<file path="src/rtl/i2c_master_arbiter_pkg.sv">
// rtl/i2c_master_arbiter_pkg.sv - shared types and defaults for the I2C master arbiter
// Holds the arbiter state enumeration and the default requester count, address
// width, data width and start-timeout length used by the arbiter and its bench.
package i2c_master_arbiter_pkg;

  typedef enum logic [1:0] {
    ST_IDLE      = 2'd0,
    ST_LAUNCH    = 2'd1,
    ST_WAIT_FREE = 2'd2,
    ST_DONE      = 2'd3
  } arb_state_e;

  localparam int NUM_REQ_DEF  = 4;
  localparam int ADDR_LEN_DEF = 7;
  localparam int DATA_LEN_DEF = 8;
  localparam int START_TO_DEF = 64;

endpackage

</file>
<file path="src/rtl/i2c_master_arbiter_rr_pick.sv">
// rtl/i2c_master_arbiter_rr_pick.sv - combinational round-robin priority selector
// Ports:
//   req        in  NUM_REQ  pending requests
//   rr_ptr     in  PW       index where the priority search starts
//   win_onehot out NUM_REQ  one-hot winner (zero when nothing is pending)
//   win_idx    out PW       winner index (zero when nothing is pending)
//   win_valid  out 1        at least one request is pending
module rr_pick #(
  parameter int NUM_REQ = 4,
  parameter int PW      = (NUM_REQ > 1) ? $clog2(NUM_REQ) : 1
) (
  input  logic [NUM_REQ-1:0] req,
  input  logic [PW-1:0]      rr_ptr,
  output logic [NUM_REQ-1:0] win_onehot,
  output logic [PW-1:0]      win_idx,
  output logic               win_valid
);

  // One extra bit so rr_ptr + offset never overflows before the wrap.
  logic [PW:0] idx;

  always_comb begin
    win_idx   = '0;
    win_valid = 1'b0;
    idx       = '0;
    // Walk offsets from the far end back to zero so the request closest
    // to rr_ptr (in wrap-around order) is the last one written and wins.
    for (int k = NUM_REQ - 1; k >= 0; k--) begin
      idx = {1'b0, rr_ptr} + (PW+1)'(k);
      if (idx >= (PW+1)'(NUM_REQ)) begin
        idx = idx - (PW+1)'(NUM_REQ);
      end
      if (req[idx[PW-1:0]]) begin
        win_idx   = idx[PW-1:0];
        win_valid = 1'b1;
      end
    end
    win_onehot          = '0;
    win_onehot[win_idx] = win_valid;
  end

endmodule

</file>
<file path="src/rtl/i2c_master_arbiter.sv">
// rtl/i2c_master_arbiter.sv - round-robin arbiter sharing one I2C fsm_master
// Grants the shared fsm_master to one requester at a time, launches its
// transaction, waits for the master to go busy and free again (or times out
// the start), then pulses done to the winner.
// Ports:
//   clk, rst                 clock, synchronous active-high reset
//   req / req_rw             per-requester request level and R_W bit
//   req_addr                 packed addresses, requester i in slice i
//   req_data1 / req_data2    packed data bytes, requester i in slice i
//   gnt                      one-hot grant held for the whole transaction
//   done / err               one-cycle completion pulse / start-timeout pulse
//   m_start .. m_data_2      drive the fsm_master start/add_reg/R_W/data inputs
//   m_free                   fsm_master free status
//   busy                     high whenever the arbiter is not idle
module i2c_master_arbiter
  import i2c_master_arbiter_pkg::*;
#(
  parameter int NUM_REQ  = NUM_REQ_DEF,
  parameter int ADDR_LEN = ADDR_LEN_DEF,
  parameter int DATA_LEN = DATA_LEN_DEF,
  parameter int START_TO = START_TO_DEF
) (
  input  logic                         clk,
  input  logic                         rst,
  input  logic [NUM_REQ-1:0]           req,
  input  logic [NUM_REQ*ADDR_LEN-1:0]  req_addr,
  input  logic [NUM_REQ-1:0]           req_rw,
  input  logic [NUM_REQ*DATA_LEN-1:0]  req_data1,
  input  logic [NUM_REQ*DATA_LEN-1:0]  req_data2,
  output logic [NUM_REQ-1:0]           gnt,
  output logic [NUM_REQ-1:0]           done,
  output logic                         err,
  output logic                         m_start,
  output logic [ADDR_LEN-1:0]          m_add_reg,
  output logic                         m_R_W,
  output logic [DATA_LEN-1:0]          m_data_1,
  output logic [DATA_LEN-1:0]          m_data_2,
  input  logic                         m_free,
  output logic                         busy
);

  localparam int PW = (NUM_REQ > 1) ? $clog2(NUM_REQ) : 1;
  localparam int CW = $clog2(START_TO + 1);
  localparam logic [CW-1:0] TO_VAL = CW'(START_TO);
  localparam logic [PW-1:0] LAST_IDX = PW'(NUM_REQ - 1);

  arb_state_e            state_q, state_d;
  logic [PW-1:0]         rr_ptr_q, rr_ptr_d;
  logic [PW-1:0]         win_q, win_d;
  logic [NUM_REQ-1:0]    gnt_q, gnt_d;
  logic [NUM_REQ-1:0]    done_q, done_d;
  logic                  err_q, err_d;
  logic                  busy_q, busy_d;
  logic                  m_start_q, m_start_d;
  logic [ADDR_LEN-1:0]   m_add_q, m_add_d;
  logic                  m_rw_q, m_rw_d;
  logic [DATA_LEN-1:0]   m_d1_q, m_d1_d;
  logic [DATA_LEN-1:0]   m_d2_q, m_d2_d;
  logic [CW-1:0]         cnt_q, cnt_d;
  logic                  to_q, to_d;

  logic [NUM_REQ-1:0]    win_onehot;
  logic [PW-1:0]         win_idx;
  logic                  win_valid;

  logic [ADDR_LEN-1:0]   sel_addr;
  logic                  sel_rw;
  logic [DATA_LEN-1:0]   sel_d1;
  logic [DATA_LEN-1:0]   sel_d2;

  rr_pick #(
    .NUM_REQ (NUM_REQ),
    .PW      (PW)
  ) u_rr_pick (
    .req        (req),
    .rr_ptr     (rr_ptr_q),
    .win_onehot (win_onehot),
    .win_idx    (win_idx),
    .win_valid  (win_valid)
  );

  // Pull the candidate winner's transaction fields out of the packed buses.
  always_comb begin
    sel_addr = '0;
    sel_rw   = 1'b0;
    sel_d1   = '0;
    sel_d2   = '0;
    for (int i = 0; i < NUM_REQ; i++) begin
      if (win_idx == PW'(i)) begin
        sel_addr = req_addr[i*ADDR_LEN +: ADDR_LEN];
        sel_rw   = req_rw[i];
        sel_d1   = req_data1[i*DATA_LEN +: DATA_LEN];
        sel_d2   = req_data2[i*DATA_LEN +: DATA_LEN];
      end
    end
  end

  always_comb begin
    state_d   = state_q;
    rr_ptr_d  = rr_ptr_q;
    win_d     = win_q;
    gnt_d     = gnt_q;
    done_d    = '0;
    err_d     = 1'b0;
    m_start_d = m_start_q;
    m_add_d   = m_add_q;
    m_rw_d    = m_rw_q;
    m_d1_d    = m_d1_q;
    m_d2_d    = m_d2_q;
    cnt_d     = cnt_q;
    to_d      = to_q;

    case (state_q)
      ST_IDLE: begin
        // A busy master is never handed out, whatever req shows.
        if (m_free && win_valid) begin
          state_d   = ST_LAUNCH;
          win_d     = win_idx;
          gnt_d     = win_onehot;
          m_start_d = 1'b1;
          m_add_d   = sel_addr;
          m_rw_d    = sel_rw;
          m_d1_d    = sel_d1;
          m_d2_d    = sel_d2;
          cnt_d     = '0;
          to_d      = 1'b0;
        end
      end
      ST_LAUNCH: begin
        if (!m_free) begin
          m_start_d = 1'b0;
          state_d   = ST_WAIT_FREE;
        end else begin
          cnt_d = (cnt_q == TO_VAL) ? cnt_q : cnt_q + 1'b1;
          // The master never picked up the start: abandon and report.
          if (cnt_d >= TO_VAL) begin
            m_start_d = 1'b0;
            to_d      = 1'b1;
            state_d   = ST_DONE;
            done_d    = gnt_q;
            err_d     = 1'b1;
          end
        end
      end
      ST_WAIT_FREE: begin
        if (m_free) begin
          state_d = ST_DONE;
          done_d  = gnt_q;
          err_d   = to_q;
        end
      end
      ST_DONE: begin
        // done/err are visible during this state; the grant is released
        // and the search restarts just past the requester just served.
        state_d  = ST_IDLE;
        gnt_d    = '0;
        rr_ptr_d = (win_q == LAST_IDX) ? '0 : win_q + 1'b1;
      end
      default: begin
        state_d = ST_IDLE;
      end
    endcase

    busy_d = (state_d != ST_IDLE);
  end

  always_ff @(posedge clk) begin
    if (rst) begin
      state_q   <= ST_IDLE;
      rr_ptr_q  <= '0;
      win_q     <= '0;
      gnt_q     <= '0;
      done_q    <= '0;
      err_q     <= 1'b0;
      busy_q    <= 1'b0;
      m_start_q <= 1'b0;
      m_add_q   <= '0;
      m_rw_q    <= 1'b0;
      m_d1_q    <= '0;
      m_d2_q    <= '0;
      cnt_q     <= '0;
      to_q      <= 1'b0;
    end else begin
      state_q   <= state_d;
      rr_ptr_q  <= rr_ptr_d;
      win_q     <= win_d;
      gnt_q     <= gnt_d;
      done_q    <= done_d;
      err_q     <= err_d;
      busy_q    <= busy_d;
      m_start_q <= m_start_d;
      m_add_q   <= m_add_d;
      m_rw_q    <= m_rw_d;
      m_d1_q    <= m_d1_d;
      m_d2_q    <= m_d2_d;
      cnt_q     <= cnt_d;
      to_q      <= to_d;
    end
  end

  assign gnt       = gnt_q;
  assign done      = done_q;
  assign err       = err_q;
  assign busy      = busy_q;
  assign m_start   = m_start_q;
  assign m_add_reg = m_add_q;
  assign m_R_W     = m_rw_q;
  assign m_data_1  = m_d1_q;
  assign m_data_2  = m_d2_q;

endmodule

</file>
<file path="config.mk">
export PLATFORM = sky130hd
export DESIGN_NAME = i2c_master_arbiter
export DESIGN_NICKNAME = d
export VERILOG_FILES = /design/src/rtl/i2c_master_arbiter_pkg.sv /design/src/rtl/i2c_master_arbiter_rr_pick.sv /design/src/rtl/i2c_master_arbiter.sv
export SDC_FILE = /design/constraint.sdc
export NUM_CORES = 1
export LEC_CHECK = 0
export ABC_AREA = 1
export BUFFER_PORTS_ARGS = -buffer_cell sky130_fd_sc_hd__buf_4
export CAP_MARGIN = 5
export CORE_ASPECT_RATIO = 1.2
export CORE_UTILIZATION = 44
export DETAILED_ROUTE_END_ITERATION = 10
export PLACE_DENSITY = 0.85
export SLEW_MARGIN = 5
export SYNTH_ARGS = -nofsm -noshare
export SYNTH_HDL_FRONTEND = slang
export SYNTH_SLANG_ARGS = --single-unit
</file>
<file path="constraint.sdc">
create_clock -name clk -period 1.7 [get_ports clk]
set_clock_uncertainty 0.05 [all_clocks]
set_input_delay 0.425 -clock clk [delete_from_list [all_inputs] [get_ports clk]]
set_output_delay 0.425 -clock clk [all_outputs]
set_load 0.05 [all_outputs]
</file>
=== Yosys cells after proc, flatten, opt, wreduce, memory -nomap -nowiden ===
Cells that the tools add are included.

* Output and inout port bits: 35
* Word-level logic and storage cells: 125
* Register bits after elaboration: 49

* Equality and inequality tests: 12
* Reduce and logical (&&, ||, !) cells: 12
* Multiplexer cells: 66
* Order comparisons: 11
* Add/sub/neg operators: 9
* Bitwise gates (word level): 1

{| class="wikitable"
|+ Operators by type and width
! cell !! count
|-
| two-way mux 8 bit || 8
|-
| two-way mux 7 bit || 7
|-
| two-way mux 2 bit || 13
|-
| two-way mux 1 bit || 22
|-
| two-way mux 4 bit || 4
|-
| case mux 4 bit (2 select lines) || 2
|-
| < comparator 2 x 3 -> 1 bit (second input constant) || 5
|-
| case mux 7 bit (2 select lines) || 1
|-
| equality test 2 bit (second input constant) || 5
|-
| >= comparator 3 bit (second input constant) || 3
|-
| binary-select mux 1 bit (select 2 bit) || 4
|-
| case mux 2 bit (4 select lines) || 1
|-
| subtractor 2 x 1 -> 2 bit (second input constant) || 4
|-
| adder 7 x 1 -> 7 bit (second input constant) || 1
|-
| equality test 7 bit (second input constant) || 1
|-
| >= comparator 7 bit (second input constant) || 1
|-
| adder 2 x 2 -> 3 bit (second input constant) || 2
|-
| inequality test 2 bit (second input constant) || 3
|-
| case mux 1 bit (2 select lines) || 3
|-
| AND reduction 3 bit || 2
|-
| nonzero test 2 bit || 3
|-
| bitwise AND 4 bit || 1
|-
| equality test 2 x 1 -> 1 bit (second input constant) || 2
|-
| logical NOT 2 bit || 2
|-
| other kinds (9) || 11
|}

=== Logic depth before layout (Yosys ltp) ===
Gate-level depths: netlist of the first run.

* Depth after elaboration: 16
* Gate-level depth with buffers: 17
* Gate-level depth less buffers: 15

=== Cells and area by module ===
A second synthesis of the first run with hierarchy kept.

* Cells, all modules: 408
* Area, all modules: 2776.4 sq um

{| class="wikitable"
|+ By module, submodules not included
! module !! seq. area each (sq um) !! instances !! area an instance (sq um) !! cells an instance
|-
| i2c_master_arbiter || 980.9 || 1 || 2534.9 || 353
|-
| rr_pick || 0.0 || 1 || 241.5 || 55
|}

=== Least setup slack after synthesis of the first run ===
Ideal clock, no wire load.

* Kind: input port to flip-flop
* Start point: input req[1]
* End point: register m_add_q[0] (netlist: m_add_reg[0])
* Required time: 1.518 ns
* Path buffers: 1
* Cell stages on the path: 15
* Slack: -0.081 ns
* Arrival: 1.598 ns
* Setup time: 0.132 ns
* Cell sequence: inv_1 > nand2_1 > nand3_2 > nand2_1 > inv_2 > nand2_2 > nand2_4 > nand2_8 > nor2_8 > buf_4 > nand2_1 > nand2_1 > inv_1 > nand2_1 > a21oi_1

* Cells in the longest elaborated chain, start to end: 11
* Elaborated cells on any way between the ends: 26

{| class="wikitable"
|+ Ends and longest elaborated chain
! what !! line !! text
|-
| from (decl) || i2c_master_arbiter.sv:25 || <nowiki>input logic [NUM_REQ-1:0] req,</nowiki>
|-
| binary-select mux 1 bit (select 2 bit) || i2c_master_arbiter_rr_pick.sv:33 || <nowiki>if (req[idx[PW-1:0]]) begin</nowiki>
|-
| two-way mux 1 bit (not written as such) || i2c_master_arbiter_rr_pick.sv:33 ||
|-
| two-way mux 2 bit (4 in a row) || i2c_master_arbiter_rr_pick.sv:33 ||
|-
| logical NOT 2 bit || i2c_master_arbiter.sv:89 || <nowiki>if (win_idx == PW'(i)) begin</nowiki>
|-
| two-way mux 7 bit (4 in a row) || i2c_master_arbiter.sv:89 ||
|-
| to (signal assigned) || i2c_master_arbiter.sv:192 || <nowiki>m_add_q <= m_add_d;</nowiki>
|-
| to (decl) || i2c_master_arbiter.sv:55 || <nowiki>logic [ADDR_LEN-1:0] m_add_q, m_add_d;</nowiki>
|}

Several ways; a longest one is shown, not always the timed one. The select of a mux whose other input is x is not followed.
A chain may end at the register's enable or synchronous reset.

=== Worst setup path in the final report of the first run ===
* Start point: register rr_ptr_q[0]
* End point: register m_d2_q[2] (netlist: m_data_2[2])

* Cells in the longest elaborated chain, start to end: 14
* Elaborated cells on any way between the ends: 41

{| class="wikitable"
|+ Ends and longest elaborated chain
! what !! line !! text
|-
| from (decl) || i2c_master_arbiter.sv:48 || <nowiki>logic [PW-1:0] rr_ptr_q, rr_ptr_d;</nowiki>
|-
| from (signal assigned) || i2c_master_arbiter.sv:185 || <nowiki>rr_ptr_q <= rr_ptr_d;</nowiki>
|-
| adder 2 x 2 -> 3 bit || i2c_master_arbiter_rr_pick.sv:29 || <nowiki>idx = {1'b0, rr_ptr} + (PW+1)'(k);</nowiki>
|-
| >= comparator 3 bit or subtractor 2 x 1 -> 2 bit (tied branches) || i2c_master_arbiter_rr_pick.sv:30, i2c_master_arbiter_rr_pick.sv:31 ||
|-
| two-way mux 2 bit || i2c_master_arbiter_rr_pick.sv:30 || <nowiki>if (idx >= (PW+1)'(NUM_REQ)) begin</nowiki>
|-
| binary-select mux 1 bit (select 2 bit) || i2c_master_arbiter_rr_pick.sv:33 ||
|-
| two-way mux 1 bit (not written as such) || i2c_master_arbiter_rr_pick.sv:33 ||
|-
| two-way mux 2 bit (4 in a row) || i2c_master_arbiter_rr_pick.sv:33 ||
|-
| logical NOT 2 bit || i2c_master_arbiter.sv:89 ||
|-
| two-way mux 8 bit (4 in a row) || i2c_master_arbiter.sv:89 ||
|-
| to (signal assigned) || i2c_master_arbiter.sv:195 || <nowiki>m_d2_q <= m_d2_d;</nowiki>
|-
| to (decl) || i2c_master_arbiter.sv:58 || <nowiki>logic [DATA_LEN-1:0] m_d2_q, m_d2_d;</nowiki>
|}

Several ways; a longest one is shown, not always the timed one. The select of a mux whose other input is x is not followed.

==> results of run 1 <==
cell usage after synthesis, drive strengths merged:
cell / instances
nand2: 157
inv: 86
nor2: 72
nand3: 66
dfxtp: 49
a21oi: 32
buf: 19
nand4: 18
o21ai: 17
ha: 8
clkbuf: 6
xor2: 4
nor3: 2
a31oi: 1
mux2i: 1
nand3b: 1
o211a: 1
o211ai: 1
xnor2: 1
through the flow:
step	total power, W	instances
after detailed placement	0.004448	780
final	0.005358	795
after global placement	0.004372	780
after CTS	0.005236	791
after floorplan	0.003412	542
after global routing	0.005708	795
final cells by class:
class / instances / area, um2
clock buffers: 7 / 86.33
fillers: 600 / 2305
inverters: 86 / 336.6
multi-input cells: 382 / 1989
flip-flops and latches: 49 / 984.7
well taps: 90 / 112.6
repair buffers: 181 / 1460
cells by family (layout without fill, tap and decap cells):
| logic type | after synthesis | after routing | share of synthesized area |
|---|---|---|---|
| flip-flops | 49 | 49 | 0.2972 |
| AO/OA/AOI/OAI | 52 | 52 | 0.08264 |
| multiplexers | 1 | 1 | 0.003033 |
| XOR/XNOR | 5 | 5 | 0.01327 |
| adder cells (fa/ha/maj) | 8 | 8 | 0.03033 |
| AND/OR/NAND/NOR | 316 | 316 | 0.4295 |
| buffers and inverters | 111 | 274 | 0.1440 |
worst min path at each step:
stage	slack [ns]	to
floorplan	0.40	to_q
global placement	0.40	m_data_1[6]
detailed placement	0.41	m_data_2[7]
CTS	0.38	m_data_2[1]
global route	0.40	m_data_2[1]
finish	0.38	m_data_2[1]
routing by layer:
metal / vias up / wire length (um) / track usage
li1: 2013 / - / -
met1: 1786 / 3775 / 0.2760
met2: 186 / 5378 / 0.4880
met3: 24 / 706 / 0.05566
met4: 0 / 264 / 0.1071
met5: - / 0 / 0
power by group:
group,switching (W),internal (W)
clock,0.000359,0.000323
sequential,0.000124,0.00135
combinational,0.00195,0.00126
total,0.00243,0.00293
tightest hold or removal path, stage by stage:
cell	delay, ns
buf_4	0.08
nand2_1	0.04
nand2_1	0.04
nor2_1	0.04
nor2_1	0.07
timing repair:
action,4_1_cts,5_1_grt
pin swaps,3,7
setup buffers,3,4
endpoints found under the setup margin,40,47
gates resized for setup,29,19
cloned,1,0
==> impl_results.md, run 1 <==
- Synth unique cells: 32
- Die area: 7853 um2
- Final instance area: 4970 um2
- Synth Cell Area: 3301 um2
- CORE AREA: 7274 um2
- Pin count of the biggest net entering global routing: 30
- Root Driver: clkbuf_8
- Routed wire length: 10.12 mm
- Tot GR Track Use: 0.2631
- Maximum VDD drop: 0.0005807 V
- Final GP Congestion: 0.9402
- Initial DRC count: 166
- Synth top area share: 0.2972
- Crit path time final: 1.911 ns
- Clk sink count: 49
- Worst slack, placed: -0.2646 ns
- Commonest non-fill, non-tap cell in the layout: buf_4
- CTS max path bufs: 2
- Mapped Avg Cell Area: 6.090 um2
- Wire length per cell: 12.73 um
- Share of cells above drive strength 1: 0.3362
- Crit path from: rr_ptr_q[0]
- CTS Buf Count: 5
- Net Count, Synth: 653
- Worst EP arrival: 2.04 ns
- Hold Buf Count CTS: 0
- Cell Area, Placed: 4658 um2
- Initial Util: 0.4537
- P&R area growth vs syn: 50.57%
- Core Rows: 34
- IO Port Bufs: 137
- Top delay family on crit path: simple AND/OR/NAND/NOR gates
- Vias in the first global route: 3,897
- Status: complete, but fails checks
- Die height: 96.88 um
- Warnings from Yosys: 0
- Initial antenna violation count: 0
- ANT nets after route: 0
- Endpoint class of the critical path: flip-flop
- IO Pins: 138
- Critical R2R Launch: rr_ptr_q[0]
- P_leak: 2.623 nW
- Critical path depth: 14
- DRC: 0
- Failing checks: negative setup slack
- Clk_lat worst skew: 0.29 ns
- Worst hold path type: input port to flip-flop
- First-pass GRT wire length: 16.36 mm
- CP Class: flip-flop to flip-flop
- Synth area leader: dfxtp_1
- PD cells: 1078 nW/um2
- # setup viols final: 40
- Worst Path Required: 1.83 ns
- CP bufs+invs: 3
- Worst setup margin: -0.2109 ns
- Via count: 4,009
- Vias per cell: 5.043
- Worst-Margin Slew: 0.3373 ns
- Clock Pin Slew Worst Setup and Hold Paths: 0.08 ns
- Post-DP HPWL: 7.668 mm
- Critical-path cell list: buf_12 -> nand2_2 -> nand3_2 -> nand2_1 -> nand3_2 -> nand2_2 -> nand2_4 -> nand2_8 -> clkinvlp_4 -> buf_4 -> nand3_1 -> nand3_1 -> nand2_1 -> a21oi_1
- Sequential area share after synthesis: 0.2972
- CTS tree: built
- Hold_ws: 0.3825 ns
- Commonest cells after routing, fill and taps aside: 168 x buf_4, 144 x nand2_1, 76 x inv_1, 64 x nor2_1, 58 x nand3_1
- Crit-path slowest cell: dfxtp_2
- Remaining Overflow, GRT: 0
- Max-cap violations: 0
- CTS HTree Levels: 2
- Slew HR: 0.7752
- Reg2Reg Depth: 14
- Largest fanout on the critical path: 10
- Crit path capture: m_data_2[2]
- Nets: 816
- R2r setup slk: -0.21 ns
- Final Cycle Share: 1.124
- Crit Reg-Reg Endpoint: m_data_2[2]
- Post-Synthesis Cells: 542
- Crit path launch type: flip-flop
- Final core utilization: 0.6832
- Synth top area cells: dfxtp_1 30%, nand2_1 17%, nand3_1 9.2%, inv_1 9.2%, nor2_1 8.0%
- Maximum clock frequency: 523.3 MHz
- Hold Path Cell Cnt: 5
- Final setup TNS: -5.498 ns
- Antenna diodes: 0
- Die width: 81.07 um
- Unrepaired setup endpoints after global routing: true
- Flops & latches, synth: 49
- Router iterations before antenna repair: 4
- Final Max Tran Viols: 0
- Hold_sp: req_data2[25]
- Crit-path max cell delay: 0.34 ns
- Hold Vio Cnt, Final: 0
Note: power is estimated with default switching activity, not from simulation.
==> inputs of run 2 (changes only) <==
--- a/config.mk
+++ b/config.mk
@@ -6,12 +6,13 @@
 export NUM_CORES = 1
 export LEC_CHECK = 0
 export ABC_AREA = 1
-export BUFFER_PORTS_ARGS = -buffer_cell sky130_fd_sc_hd__buf_4
 export CAP_MARGIN = 5
 export CORE_ASPECT_RATIO = 1.2
-export CORE_UTILIZATION = 44
+export CORE_UTILIZATION = 50
+export CTS_BUF_LIST = sky130_fd_sc_hd__clkbuf_8
 export DETAILED_ROUTE_END_ITERATION = 10
-export PLACE_DENSITY = 0.85
+export DONT_BUFFER_PORTS = 1
+export PLACE_DENSITY = 0.76
 export SLEW_MARGIN = 5
 export SYNTH_ARGS = -nofsm -noshare
 export SYNTH_HDL_FRONTEND = slang
==> impl_results.md, run 2 (synthesis results as in run 1) <==
- Worst EP arrival: 2.19 ns
- Vias per cell: 5.343
- Root Driver: clkbuf_8
- Die area: 6932 um2
- Wire length per cell: 14.71 um
- Routing usage on met1: 0.2798
- CTS HTree Levels: 2
- Die height: 91.01 um
- Grt met3 use: 0.06734
- CP bufs+invs: 2
- Hold Buf Count CTS: 0
- Crit path from: rr_ptr_q[0]
- P_leak: 2.052 nW
- Worst Path Required: 1.90 ns
- Commonest non-fill, non-tap cell in the layout: nand2_1
- Pin count of the biggest net entering global routing: 42
- Crit-path slowest cell: dfxtp_4
- Worst-Margin Slew: 0.5745 ns
- Maximum VDD drop: 0.0006738 V
- Initial DRC count: 146
- Crit path time final: 1.990 ns
- Routed wire length: 9.649 mm
- DRC: 0
- Largest fanout on the critical path: 12
- PD cells: 1270 nW/um2
- Tot GR Track Use: 0.2591
- Max-cap violations: 0
- Crit-path max cell delay: 0.39 ns
- Worst hold path type: input port to flip-flop
- CTS tree: built
- Critical-path cell list: buf_12 -> nand2_1 -> o21ai_4 -> nand2_2 -> nand3_4 -> nand2_4 -> nand2_4 -> nand2_8 -> nor2_8 -> clkbuf_16 -> nor2_1 -> nand3_1 -> nand2_1 -> a21oi_2
- Initial Util: 0.5152
- Status: complete, but fails checks
- # setup viols final: 42
- Crit path launch type: flip-flop
- Crit Reg-Reg Endpoint: m_data_1[6]
- Met2 Usage GRT: 0.4939
- Final GP Congestion: 0.8914
- Gr busiest metal: met2
- Initial antenna violation count: 0
- Critical R2R Launch: rr_ptr_q[0]
- Final Power: 0.005468 W
- Nets: 681
- WHS Endpoint: m_data_2[7]
- ANT nets after route: 0
- Worst slack, placed: -0.2132 ns
- Commonest cells after routing, fill and taps aside: 128 x nand2_1, 74 x inv_1, 64 x nor2_1, 54 x nand3_1, 47 x dfxtp_1
- Clk_lat worst skew: 0.31 ns
- Post-DP HPWL: 6.437 mm
- CTS Buf Count: 5
- Share of cells above drive strength 1: 0.2399
- Worst setup margin: -0.2897 ns
- Core Rows: 32
- Remaining Overflow, GRT: 0
- Maximum clock frequency: 502.6 MHz
- IO Pins: 138
- Final Cycle Share: 1.170
- Clock Pin Slew Worst Setup and Hold Paths: 0.10 ns
- Final setup TNS: -9.431 ns
- Unrepaired setup endpoints after global routing: true
- CP Class: flip-flop to flip-flop
- Die width: 76.17 um
- Via count: 3,505
- Hold Vio Cnt, Final: 0
- Hold_ws: 0.1225 ns
- Clk sink count: 49
- IO Port Bufs: 0
- CTS max path bufs: 2
- Reg2Reg Depth: 14
- Final Max Tran Viols: 0
- Endpoint class of the critical path: flip-flop
- CORE AREA: 6406 um2
- Top delay family on crit path: simple AND/OR/NAND/NOR gates
- Failing checks: negative setup slack
- Antenna diodes: 0
- Slew HR: 0.6165
- Hold Path Cell Cnt: 1
- Hold_sp: rst
- R2r setup slk: -0.29 ns
- First-pass GRT wire length: 14.60 mm
- Router iterations before antenna repair: 4
- Vias in the first global route: 3,266
- P&R area growth vs syn: 30.40%
-- run 2: cell count changes in the layout (fill, tap and decap cells not counted), moves of 3 or more --
cell,before,now
a21oi_1,30,21
a21oi_2,2,10
buf_4,168,24
nand2_1,144,128
nand2_2,8,16
nand2_4,3,9
nand3_1,58,54
nand3_4,3,6
-- run 2: area by class of cell --
class                           count  area, um2
Clock buffer                        6      82.58
Timing Repair Buffer               46      556.8
Clock inverter                      2      37.54
Inverter                           86      344.1
Multi-Input combinational cell    382       2191
Fill cell                         540       2102
Tap cell                           85      106.4
Sequential cell                    49      985.9
-- run 2: worst max-delay path by stage --
stage	to	slack [ns]	depth (start not counted)
after floorplan	m_add_reg[1]	-0.005	16
after global placement	m_data_2[1]	-0.12	15
after detailed placement	m_data_2[0]	-0.21	15
after CTS	m_add_reg[4]	-0.17	16
after global routing	m_data_2[5]	-0.41	15
final	m_data_1[6]	-0.29	14
-- run 2: what timing repair did --
action,in CTS,in global routing
resized for setup,45,62
setup endpoints to repair,41,47
buffers inserted,6,4
pin swaps,15,12
gates cloned,2,2
-- run 2: per-layer routing --
metal	up-vias	share of wire
met1	1603	0.39
met5	-	0
met2	138	0.53
met3	12	0.070
met4	0	0.011
li1	1752	-
-- run 2: where the power goes --
part	total, W	switching, W	internal [W]
clock	0.000898	0.000419	0.000479
combinational	0.00255	0.00143	0.00111
sequential	0.00202	0.000679	0.00134
-- run 2: metrics by stage --
stage	instances	area (um2)	util
after global placement	635	3601	0.5621
after global routing	656	4304	0.6719
after detailed placement	635	3601	0.5621
final	656	4304	0.6719
after floorplan	542	3326	-
after CTS	651	3983	0.6217
==> inputs of run 3 (changes only) <==
--- a/config.mk
+++ b/config.mk
@@ -10,9 +10,11 @@
 export CORE_ASPECT_RATIO = 1.2
 export CORE_UTILIZATION = 50
 export CTS_BUF_LIST = sky130_fd_sc_hd__clkbuf_8
+export CTS_CLUSTER_SIZE = 20
 export DETAILED_ROUTE_END_ITERATION = 10
 export DONT_BUFFER_PORTS = 1
 export PLACE_DENSITY = 0.76
+export SETUP_SLACK_MARGIN = 0.02
 export SLEW_MARGIN = 5
 export SYNTH_ARGS = -nofsm -noshare
 export SYNTH_HDL_FRONTEND = slang
==> impl_results.md, run 3 (synthesis results as in run 1) <==
- Final GP Congestion: 0.8914
- Initial antenna violation count: 0
- Final Cycle Share: 1.148
- Initial Util: 0.5152
- Worst EP arrival: 2.15 ns
- Commonest non-fill, non-tap cell in the layout: nand2_1
- Vias per cell: 5.234
- Die height: 91.01 um
- Status: complete, but fails checks
- Maximum VDD drop: 0.0006029 V
- Post-DP HPWL: 6.264 mm
- Die area: 6932 um2
- Hold_sp: rst
- Clk_lat worst skew: 0.31 ns
- Root Driver: clkbuf_8
- IO Pins: 138
- Wire length per cell: 13.60 um
- Worst setup margin: -0.2513 ns
- P&R area growth vs syn: 23.65%
- Hold Vio Cnt, Final: 0
- Pin count of the biggest net entering global routing: 42
- Vias in the first global route: 3,095
- Comb pwr share: 0.443
- Worst-Margin Slew: 0.5661 ns
- Flop pwr share: 0.389
- ANT nets after route: 0
- Hold Path Cell Cnt: 1
- Final core utilization: 0.6371
- Pint: 0.002769 W
- Routed wire length: 8.952 mm
- Core Rows: 32
- DRC: 0
- Die width: 76.17 um
- Via count: 3,444
- Crit path launch type: flip-flop
- P_leak: 2.004 nW
- Critical R2R Launch: rr_ptr_q[0]
- Clk sink count: 49
- Endpoint class of the critical path: flip-flop
- Clock Pin Slew Worst Setup and Hold Paths: 0.10 ns
- Hold_ws: 0.1234 ns
- Initial DRC count: 179
- # setup viols final: 41
- Crit-path slowest cell: dfxtp_4
- Crit path time final: 1.951 ns
- CTS Buf Count: 5
- Crit-path max cell delay: 0.38 ns
- Commonest cells after routing, fill and taps aside: 132 x nand2_1, 75 x inv_1, 68 x nor2_1, 59 x nand3_1, 47 x dfxtp_1
- CORE AREA: 6406 um2
- First-pass GRT wire length: 13.50 mm
- Final Power: 0.005155 W
- Maximum clock frequency: 512.5 MHz
- Router iterations before antenna repair: 4
- IO Port Bufs: 0
- Critical-path cell list: buf_12 -> inv_8 -> nand2_1 -> nand2_2 -> nand2_2 -> nand2_1 -> inv_1 -> nand2_2 -> nand2_4 -> nand2_8 -> buf_6 -> nor2_4 -> buf_4 -> nand2_1 -> a21oi_1
- Tot GR Track Use: 0.2403
- CP Class: flip-flop to flip-flop
- Max-cap violations: 0
- Worst hold path type: input port to flip-flop
- Reg2Reg Depth: 15
- Remaining Overflow, GRT: 0
- Failing checks: negative setup slack
- Final Max Tran Viols: 0
- WHS Endpoint: m_start
- Worst Path Required: 1.90 ns
- Worst slack, placed: -0.1704 ns
- Largest fanout on the critical path: 6
- Nets: 683
- PD cells: 1263 nW/um2
- Crit Reg-Reg Endpoint: gnt[2]
- Antenna diodes: 0
- Sw power: 0.002387 W
- CTS max path bufs: 2
- CTS HTree Levels: 2
- Unrepaired setup endpoints after global routing: true
- Share of cells above drive strength 1: 0.2042
- R2r setup slk: -0.25 ns
- Slew HR: 0.6221
- Sw frac: 0.4629
- Clock power frac: 0.168
- CTS tree: built
[run 3: worst max-delay path by stage]
| stage | startpoint | to | slack [ns] | cells after the start |
|---|---|---|---|---|
| global placement | rr_ptr_q[0] | m_data_2[7] | -0.09 | 14 |
| detailed placement | rr_ptr_q[0] | m_data_2[3] | -0.17 | 15 |
| finish | rr_ptr_q[0] | gnt[2] | -0.25 | 15 |
| CTS | rr_ptr_q[0] | m_data_2[3] | -0.15 | 15 |
| floorplan | rr_ptr_q[0] | m_add_reg[1] | -0.005 | 16 |
| global route | rr_ptr_q[0] | m_add_reg[4] | -0.36 | 17 |
[run 3: routing by layer]
| layer | up-vias | share of wire | global-route usage |
|---|---|---|---|
| li1 | 1748 | - | - |
| met1 | 1531 | 0.39 | 0.2574 |
| met2 | 147 | 0.52 | 0.4553 |
| met3 | 18 | 0.071 | 0.05628 |
| met4 | 0 | 0.020 | 0.08494 |
| met5 | - | 0 | 0 |
[run 3: power by group through the flow]
stage	Combinational [W]	Clock [W]	Sequential, W
finish	0.00228	0.000866	0.00200
global route	0.00254	0.000924	0.00203
CTS	0.00204	0.000886	0.00200
detailed placement	0.00197	0	0.00203
global placement	0.00192	0	0.00203
floorplan	0.00142	0	0.00199
[run 3: stage by stage]
step | instance area (um2) | std cells | setup TNS (ns)
5_1_grt | 4081 | 658 | -11.63
4_1_cts | 3801 | 649 | -3.929
3_5_place_dp | 3632 | 639 | -4.100
3_3_place_gp | 3632 | 639 | -2.247
2_1_floorplan | 3327 | 542 | -0.01605
6_report | 4081 | 658 | -6.508
[run 3: critical path, delay by kind of cell (launching register included)]
| kind | cells | cell delay (ns) |
|---|---|---|
| AOI/OAI and AO/OA | 1 | 0.13 |
| DFF | 1 | 0.38 |
| and+or+nand+nor | 9 | 0.79 |
| buffers and inverters | 5 | 0.53 |
[run 3: repair_timing]
action / in CTS / in global routing
pin swaps: 1 / 18
gates cloned: 0 / 3
buffers inserted: 2 / 6
endpoints found under the setup margin: 41 / 46
resized for setup: 12 / 45
hold buffers: 0 / 0
[run 3: area by class of cell]
cell class / instances / area (um2)
repair buffers: 48 / 510.5
clock inverters: 3 / 46.29
fillers: 576 / 2325
inverters: 86 / 336.6
flip-flops and latches: 49 / 988.4
clock buffers: 5 / 68.82
well taps: 85 / 106.4
multi-input cells: 382 / 2024
